### config.mk
export PLATFORM = sky130hd
export DESIGN_NAME = mem_arbiter_flat
export DESIGN_NICKNAME = d
export VERILOG_FILES = /design/src/rtl/mem_arbiter_pkg.sv /design/src/rtl/mem_arbiter_if.sv /design/src/rtl/mem_arbiter_perf.sv /design/src/rtl/mem_arbiter.sv /design/src/flat_wrapper.sv
export SDC_FILE = /design/constraint.sdc
export NUM_CORES = 1
export LEC_CHECK = 0
export ABC_CLOCK_PERIOD_IN_PS = 2300
export BUFFER_PORTS_ARGS = -buffer_cell sky130_fd_sc_hd__buf_2
export CELL_PAD_IN_SITES_DETAIL_PLACEMENT = 0
export CELL_PAD_IN_SITES_GLOBAL_PLACEMENT = 2
export CORE_MARGIN = 10
export CORE_UTILIZATION = 25
export CTS_CLUSTER_DIAMETER = 30
export DETAILED_ROUTE_END_ITERATION = 16
export GPL_TIMING_DRIVEN = 0
export PLACE_DENSITY_LB_ADDON = 0.12
export SYNTH_ARGS = -nofsm -noshare
export SYNTH_HDL_FRONTEND = slang
export SYNTH_SLANG_ARGS = --single-unit
### constraint.sdc
create_clock -name clk -period 2.3 [get_ports clk]
set_clock_uncertainty 0.05 [all_clocks]
set_input_delay 0.46 -clock clk [delete_from_list [all_inputs] [get_ports clk]]
set_output_delay 0.46 -clock clk [all_outputs]
set_load 0.02 [all_outputs]
### src/rtl/mem_arbiter_pkg.sv
// mem_arb_pkg: types and constants shared by the memory arbiter files.
//   arb_state_t  : arbiter FSM state (IDLE / WAIT / RESP)
//   OWN_IF/OWN_D : encoding of which requester owns the access in flight
//   MEM_LAT_MAX / STARVE_LIMIT : largest legal MEM_LAT / STARVE_MAX values
package mem_arb_pkg;

  typedef enum logic [1:0] {
    IDLE = 2'd0,
    WAIT = 2'd1,
    RESP = 2'd2
  } arb_state_t;

  localparam logic OWN_IF = 1'b0;
  localparam logic OWN_D  = 1'b1;

  localparam int MEM_LAT_MAX  = 8;
  localparam int STARVE_LIMIT = 15;

  // Clamp a parameter into [lo, hi] and return it as a 4-bit counter value.
  function automatic logic [3:0] clamp4(input int v, input int lo, input int hi);
    int r;
    r = (v < lo) ? lo : ((v > hi) ? hi : v);
    return 4'(r);
  endfunction

endpackage

### src/rtl/mem_arbiter_if.sv
// mem_arbiter_if: fetch port, load/store port and RAM command bus of the
// memory arbiter.
//   master modport : the arbiter (drives acks, read data, RAM command)
//   slave  modport : the environment (requesters and the RAM)
//
// Handshake: a requester raises *_req with a stable command and holds it
// until the matching *_ack pulse (one cycle); it may drop or renew the
// request in the ack cycle or later. mem_en is a one-cycle command strobe,
// and mem_rdata is sampled MEM_LAT cycles after it.
interface mem_arbiter_if #(
  parameter int ADDR_W = 32,
  parameter int DATA_W = 32
);
  localparam int STRB_W = DATA_W / 8;

  logic              if_req;
  logic [ADDR_W-1:0] if_addr;
  logic [DATA_W-1:0] if_rdata;
  logic              if_ack;

  logic              d_req;
  logic              d_we;
  logic [ADDR_W-1:0] d_addr;
  logic [DATA_W-1:0] d_wdata;
  logic [STRB_W-1:0] d_wstrb;
  logic [DATA_W-1:0] d_rdata;
  logic              d_ack;

  logic              mem_en;
  logic              mem_we;
  logic [ADDR_W-1:0] mem_addr;
  logic [DATA_W-1:0] mem_wdata;
  logic [STRB_W-1:0] mem_wstrb;
  logic [DATA_W-1:0] mem_rdata;

  modport master (
    input  if_req, if_addr, d_req, d_we, d_addr, d_wdata, d_wstrb, mem_rdata,
    output if_rdata, if_ack, d_rdata, d_ack,
           mem_en, mem_we, mem_addr, mem_wdata, mem_wstrb
  );

  modport slave (
    output if_req, if_addr, d_req, d_we, d_addr, d_wdata, d_wstrb, mem_rdata,
    input  if_rdata, if_ack, d_rdata, d_ack,
           mem_en, mem_we, mem_addr, mem_wdata, mem_wstrb
  );
endinterface

### src/rtl/mem_arbiter_perf.sv
// mem_arb_perf: free-running 32-bit event counters for the memory arbiter.
//   clk, rstn       : clock, synchronous active-low reset
//   grant_fire      : an access is granted this cycle
//   grant_if        : the grant (if any) goes to the fetch port
//   conflict        : arbiter idle with both requests high
//   perf_if_grants  : number of fetch grants (wraps)
//   perf_d_grants   : number of load/store grants (wraps)
//   perf_conflicts  : number of conflict cycles (wraps)
module mem_arb_perf (
  input  logic        clk,
  input  logic        rstn,
  input  logic        grant_fire,
  input  logic        grant_if,
  input  logic        conflict,
  output logic [31:0] perf_if_grants,
  output logic [31:0] perf_d_grants,
  output logic [31:0] perf_conflicts
);

  always_ff @(posedge clk) begin
    if (!rstn) begin
      perf_if_grants <= '0;
      perf_d_grants  <= '0;
      perf_conflicts <= '0;
    end else begin
      if (grant_fire && grant_if)  perf_if_grants <= perf_if_grants + 32'd1;
      if (grant_fire && !grant_if) perf_d_grants  <= perf_d_grants + 32'd1;
      if (conflict)                perf_conflicts <= perf_conflicts + 32'd1;
    end
  end

endmodule

### src/rtl/mem_arbiter.sv
// mem_arbiter: shares one single-port RAM between the IF fetch port and the
// MEM load/store port. One access at a time: IDLE arbitrates and registers
// the RAM command, WAIT covers the RAM read latency and captures read data,
// RESP pulses the owner's ack. Loads/stores win unless the fetch port has
// lost STARVE_MAX times in a row.
//   clk, rstn  : clock, synchronous active-low reset
//   bus        : mem_arbiter_if.master (requester ports and RAM command)
//   dbg_state  : current FSM state, for observation only
// Optional build macro MEM_ARB_PERF_EN adds perf_if_grants, perf_d_grants
// and perf_conflicts (32-bit wrapping counters, see mem_arb_perf).
module mem_arbiter
  import mem_arb_pkg::*;
#(
  parameter int ADDR_W     = 32,
  parameter int DATA_W     = 32,
  parameter int MEM_LAT    = 1,
  parameter int STARVE_MAX = 4
) (
  input  logic       clk,
  input  logic       rstn,
  mem_arbiter_if.master bus,
  output arb_state_t dbg_state
`ifdef MEM_ARB_PERF_EN
  ,
  output logic [31:0] perf_if_grants,
  output logic [31:0] perf_d_grants,
  output logic [31:0] perf_conflicts
`endif
);

  localparam int         STRB_W   = DATA_W / 8;
  localparam logic [3:0] LAT_C    = clamp4(MEM_LAT, 1, MEM_LAT_MAX);
  localparam logic [3:0] STARVE_C = clamp4(STARVE_MAX, 1, STARVE_LIMIT);

  arb_state_t        state;
  logic [3:0]        cnt;
  logic [3:0]        starve;
  logic              owner;

  logic              mem_en_q;
  logic              mem_we_q;
  logic [ADDR_W-1:0] mem_addr_q;
  logic [DATA_W-1:0] mem_wdata_q;
  logic [STRB_W-1:0] mem_wstrb_q;
  logic [DATA_W-1:0] if_rdata_q;
  logic [DATA_W-1:0] d_rdata_q;
  logic              if_ack_q;
  logic              d_ack_q;

  logic              grant_fire;
  logic              grant_if;

  // Fetch wins when it is alone, or when it has been starved long enough.
  assign grant_fire = (state == IDLE) && (bus.if_req || bus.d_req);
  assign grant_if   = bus.if_req && (!bus.d_req || (starve == STARVE_C));

  always_ff @(posedge clk) begin
    if (!rstn) begin
      state       <= IDLE;
      cnt         <= '0;
      starve      <= '0;
      owner       <= OWN_IF;
      mem_en_q    <= 1'b0;
      mem_we_q    <= 1'b0;
      mem_addr_q  <= '0;
      mem_wdata_q <= '0;
      mem_wstrb_q <= '0;
      if_rdata_q  <= '0;
      d_rdata_q   <= '0;
      if_ack_q    <= 1'b0;
      d_ack_q     <= 1'b0;
    end else begin
      mem_en_q <= 1'b0;
      if_ack_q <= 1'b0;
      d_ack_q  <= 1'b0;
      case (state)
        IDLE: begin
          if (grant_fire) begin
            state    <= WAIT;
            cnt      <= LAT_C;
            mem_en_q <= 1'b1;
            if (grant_if) begin
              owner       <= OWN_IF;
              mem_we_q    <= 1'b0;
              mem_addr_q  <= bus.if_addr;
              mem_wdata_q <= '0;
              mem_wstrb_q <= '1;
              starve      <= '0;
            end else begin
              owner       <= OWN_D;
              mem_we_q    <= bus.d_we;
              mem_addr_q  <= bus.d_addr;
              mem_wdata_q <= bus.d_wdata;
              mem_wstrb_q <= bus.d_we ? bus.d_wstrb : '1;
              // Only a lost conflict counts as starvation.
              if (bus.if_req && (starve != STARVE_C)) starve <= starve + 4'd1;
            end
          end
        end
        WAIT: begin
          if (cnt == 4'd0) begin
            state <= RESP;
            if (owner == OWN_IF) begin
              if_rdata_q <= bus.mem_rdata;
              if_ack_q   <= 1'b1;
            end else begin
              // Stores return nothing; keep the last load result visible.
              if (!mem_we_q) d_rdata_q <= bus.mem_rdata;
              d_ack_q <= 1'b1;
            end
          end else begin
            cnt <= cnt - 4'd1;
          end
        end
        RESP:    state <= IDLE;
        default: state <= IDLE;
      endcase
    end
  end

  assign bus.mem_en    = mem_en_q;
  assign bus.mem_we    = mem_we_q;
  assign bus.mem_addr  = mem_addr_q;
  assign bus.mem_wdata = mem_wdata_q;
  assign bus.mem_wstrb = mem_wstrb_q;
  assign bus.if_rdata  = if_rdata_q;
  assign bus.if_ack    = if_ack_q;
  assign bus.d_rdata   = d_rdata_q;
  assign bus.d_ack     = d_ack_q;
  assign dbg_state     = state;

`ifdef MEM_ARB_PERF_EN
  mem_arb_perf u_perf (
    .clk            (clk),
    .rstn           (rstn),
    .grant_fire     (grant_fire),
    .grant_if       (grant_if),
    .conflict       ((state == IDLE) && bus.if_req && bus.d_req),
    .perf_if_grants (perf_if_grants),
    .perf_d_grants  (perf_d_grants),
    .perf_conflicts (perf_conflicts)
  );
`endif

endmodule

### src/flat_wrapper.sv
// flat-port wrapper written by rule: the top's interface ports become plain ports
module mem_arbiter_flat import mem_arb_pkg::*;
#(
  parameter int ADDR_W     = 32,
  parameter int DATA_W     = 32,
  parameter int MEM_LAT    = 1,
  parameter int STARVE_MAX = 4
)
  (clk, rstn, dbg_state, bus_if_req, bus_if_addr, bus_d_req, bus_d_we, bus_d_addr, bus_d_wdata, bus_d_wstrb, bus_mem_rdata, bus_if_rdata, bus_if_ack, bus_d_rdata, bus_d_ack, bus_mem_en, bus_mem_we, bus_mem_addr, bus_mem_wdata, bus_mem_wstrb);
  mem_arbiter_if #(.ADDR_W(ADDR_W), .DATA_W(DATA_W)) bus_i ();
  input  logic clk;
  input  logic rstn;
  output arb_state_t dbg_state;
  input wire logic [$bits(bus_i.if_req)-1:0] bus_if_req;
  input wire logic [$bits(bus_i.if_addr)-1:0] bus_if_addr;
  input wire logic [$bits(bus_i.d_req)-1:0] bus_d_req;
  input wire logic [$bits(bus_i.d_we)-1:0] bus_d_we;
  input wire logic [$bits(bus_i.d_addr)-1:0] bus_d_addr;
  input wire logic [$bits(bus_i.d_wdata)-1:0] bus_d_wdata;
  input wire logic [$bits(bus_i.d_wstrb)-1:0] bus_d_wstrb;
  input wire logic [$bits(bus_i.mem_rdata)-1:0] bus_mem_rdata;
  output wire logic [$bits(bus_i.if_rdata)-1:0] bus_if_rdata;
  output wire logic [$bits(bus_i.if_ack)-1:0] bus_if_ack;
  output wire logic [$bits(bus_i.d_rdata)-1:0] bus_d_rdata;
  output wire logic [$bits(bus_i.d_ack)-1:0] bus_d_ack;
  output wire logic [$bits(bus_i.mem_en)-1:0] bus_mem_en;
  output wire logic [$bits(bus_i.mem_we)-1:0] bus_mem_we;
  output wire logic [$bits(bus_i.mem_addr)-1:0] bus_mem_addr;
  output wire logic [$bits(bus_i.mem_wdata)-1:0] bus_mem_wdata;
  output wire logic [$bits(bus_i.mem_wstrb)-1:0] bus_mem_wstrb;
  assign bus_i.if_req = bus_if_req;
  assign bus_i.if_addr = bus_if_addr;
  assign bus_i.d_req = bus_d_req;
  assign bus_i.d_we = bus_d_we;
  assign bus_i.d_addr = bus_d_addr;
  assign bus_i.d_wdata = bus_d_wdata;
  assign bus_i.d_wstrb = bus_d_wstrb;
  assign bus_i.mem_rdata = bus_mem_rdata;
  assign bus_if_rdata = bus_i.if_rdata;
  assign bus_if_ack = bus_i.if_ack;
  assign bus_d_rdata = bus_i.d_rdata;
  assign bus_d_ack = bus_i.d_ack;
  assign bus_mem_en = bus_i.mem_en;
  assign bus_mem_we = bus_i.mem_we;
  assign bus_mem_addr = bus_i.mem_addr;
  assign bus_mem_wdata = bus_i.mem_wdata;
  assign bus_mem_wstrb = bus_i.mem_wstrb;
  mem_arbiter #(.ADDR_W(ADDR_W), .DATA_W(DATA_W), .MEM_LAT(MEM_LAT), .STARVE_MAX(STARVE_MAX)) u_core (.clk(clk), .rstn(rstn), .bus(bus_i), .dbg_state(dbg_state));
endmodule
==> out/summary.txt <==
Half-perimeter wire length after detailed placement: 15.4 mm
Post-synth EDFFs: 0
Routed WL: 19.7 mm
Run status: finished clean
Type of the worst setup path: reg2reg
Count of nets left with antenna violations after detail routing: 0
Crit end category: flip-flop
Crit path required time: 2.55 ns
Clock buffer depth: 2
RSZ-0062 raised after global routing: false
Cell chain of the critical path: inv_1 > ha_1 > or3b_4 > or4b_1 > buf_2 > buf_6 > mux2i_1
TritonCTS buffer count: 17
GRT Residual Overflow: 0
Area after detailed placement: 7040 sq um
Number of DRC markers after the initial detailed-route iteration: 134
Fraction of synthesized cell area taken by the top area cell type: 55.2%
Seq cells post-synth: 147
Worst Tran Pin Value: 0.650 ns
Count of pins over their slew limit: 0
Filler cells: 2153
Most instantiated library cell after synthesis: sky130_fd_sc_hd__dfxtp_1
Setup total negative slack: 0 ns
Number of distinct library cells after synthesis: 33
Final count of hold timing violations: 0
Clock-pin slew reported for the worst setup and hold paths after clock tree synthesis: 0.07 ns
Arrival time worst endpoint: 2.39 ns
Highest ir drop seen on vdd: 0.000415 V
R2r setup slk: 0.17 ns
Mapped Cells: 519
Critical Path Fanout Max: 10
Via count of the first global-routing pass: 5187
Power per unit of standard cell area: 884 nW/um^2
PnR worst setup slack: 0.167 ns
Initial Utilization: 25.4%
I/O pin count: 275
DRC violation count after routing: 0
Setup Buffers After CTS: 0
TritonCTS clock tree: yes
Pre-CTS setup slack: -0.338 ns
Pin count of the biggest net entering global routing: 17
Area of the core region: 21000 sq um
Maximum level of the CTS H-tree: 4
Vias: 4944
Clock latency of the later-clocked register in the worst-skew pair: 0.41 ns
Total design power: 6.77 mW
Die W: 166 um
Crit path launch type: flip-flop
Aggregate global-route resource usage: 13.7%
Critical Path Start: u_core.cnt[0]
GPL Wtd Cong: 0.747
Max Cap Viol: 0
Relative area change from synthesis to final layout: 43.6%
Share of synthesized area occupied by flip-flops and latches: 55.2%
Port buffer count: 273
Post-Layout Inst Area: 7650 sq um
Top Family by Delay on Critical Path: simple AND/OR/NAND/NOR gates
Y dimension of the die: 166 um
Final critical path time including I/O delays and setup: 2.13 ns
First-pass GRT wire length: 30.2 mm
Leakage dissipation: 3.75 nW
Min-delay worst type: in2reg
Share of synthesized flip-flops with an asynchronous set or reset: 0%
Synthesized area per cell: 10.3 sq um
Most used flip-flop cell after synthesis: sky130_fd_sc_hd__dfxtp_1
Synthesized net count: 660
Iteration count of the initial detailed-routing pass: 5
Root buf cell: sky130_fd_sc_hd__clkbuf_16
Hold Crit Start: bus_d_wdata[6]
Antenna violations before repair: 2
Leading post-synthesis cells by cell area: sky130_fd_sc_hd__dfxtp_1 55%, sky130_fd_sc_hd__mux2i_1 12%, sky130_fd_sc_hd__a22o_1 5.4%
CTS Hold Buffers Added: 0
Critical R2R Launch: u_core.cnt[0]
Count of buffering cells on the critical path with inverters included: 3
Fraction of final layout cells sized beyond drive strength 1: 39.1%
Final core utilization: 36.4%
Max_slew headroom: 56.6%
Detail-routed via count per cell: 4.50
Top cell type by total area after synthesis: sky130_fd_sc_hd__dfxtp_1
Number of sinks driven by the clock tree: 147
Average routed wire per standard cell: 17.9 um
Yosys warnings: 0
Number of nets in the final layout: 951
Peak clock frequency supported by timing: 469 MHz
Setup violation total in the final timing report: 0
Final clock period utilization by the worst path: 92.8%
Most frequent cells after synthesis: 147 x sky130_fd_sc_hd__dfxtp_1, 71 x sky130_fd_sc_hd__nand2_1, 64 x sky130_fd_sc_hd__mux2i_1
Cell with the largest stage delay on the worst path: sky130_fd_sc_hd__or4b_1
Largest stage delay, worst path: 0.48 ns
Netlist area before placement: 5330 sq um
Die footprint: 27600 sq um
Standard-cell row count: 53
[placed cells by master (no fill, tap or decap), types with 17 or more instances in the layout]
cell | netlist | routed
sky130_fd_sc_hd__clkbuf_1 | 25 | 21
sky130_fd_sc_hd__o2bb2ai_1 | 32 | 32
sky130_fd_sc_hd__nand2_1 | 71 | 71
sky130_fd_sc_hd__mux2i_1 | 64 | 64
sky130_fd_sc_hd__dfxtp_1 | 147 | 147
sky130_fd_sc_hd__nand3_1 | 37 | 37
sky130_fd_sc_hd__buf_2 | 6 | 279
sky130_fd_sc_hd__o21ai_0 | 35 | 35
sky130_fd_sc_hd__clkbuf_16 | 0 | 17
sky130_fd_sc_hd__a22o_1 | 33 | 33
[per-layer routing]
metal  track usage [%]  wire [um]  up-vias
met5                 0         11        -
met4              3.04        104        2
met3              6.79       1800        8
met2              21.6       9130      188
met1              16.3       8650     2297
li1                  -          -     2449
[path summary, 6_finish.rpt]
check | to | depth (start not counted)
worst max-delay path | u_core.bus.d_rdata[4] | 7
worst min-delay path | u_core.bus.mem_wdata[6] | 2
worst max register to register | u_core.bus.d_rdata[4] | 7
worst min register to register | u_core.bus.d_rdata[14] | 2
[repair_timing]
item	4_1_cts	5_1_grt
pin swaps	0	0
gates cloned	0	0
endpoints found under the setup margin	22	68
resized for setup	4	7
[worst reg2reg max path: cells and delay by family (launching register included)]
kind	cells	cell delay, ns
adders and majority gates	1	0.15
buffers and inverters	3	0.50
DFF	1	0.31
muxes	1	0.13
and+or+nand+nor	2	0.89
[kinds of logic after synthesis]
group           share of synthesized area [%]
compound gates                           15.8
xor+xnor                                0.329
fa+ha+maj                               0.939
buf+inv                                  3.80
flops                                    55.2
mux                                      12.2
simple gates                             11.7
[cell type report]
type                    count  area (sq um)  share of cell area [%]
flip-flops and latches    147          2940                    38.4
multi-input cells         326          2200                    28.7
repair buffers            273          1370                    17.8
clock buffers              20           447                    5.84
well taps                 275           344                    4.49
plain buffers              39           185                    2.42
clock inverters            12           148                    1.93
inverters                   6          22.5                   0.294
diodes                      1          2.50                  0.0327
[registers in the layout, indices dropped and copies added, names as in the netlist]
register              count
u_core.bus.if_rdata      32
u_core.bus.mem_en         1
u_core.bus.d_rdata       32
u_core.bus.mem_addr      32
u_core.bus.mem_wdata     32
u_core.owner              1
u_core.starve             4
u_core.bus.if_ack         1
u_core.bus.mem_wstrb      4
u_core.dbg_state          2
u_core.cnt                4
u_core.bus.d_ack          1
u_core.bus.mem_we         1
[stage by stage]
stage,instances,hold slack [ns]
after detailed placement,1067,0.391
after CTS,1098,0.181
final,1099,0.204
after floorplan,519,0.398
after global routing,1098,0.181
after global placement,1067,0.389
[where the power goes]
part | leakage, nW | internal (mW) | switching, mW
Clock | 0.278 | 1.65 | 1.16
Sequential | 1.20 | 2.75 | 0.108
Combinational | 2.27 | 0.400 | 0.700
No activity file was read; power rests on OpenSTA's default activity.
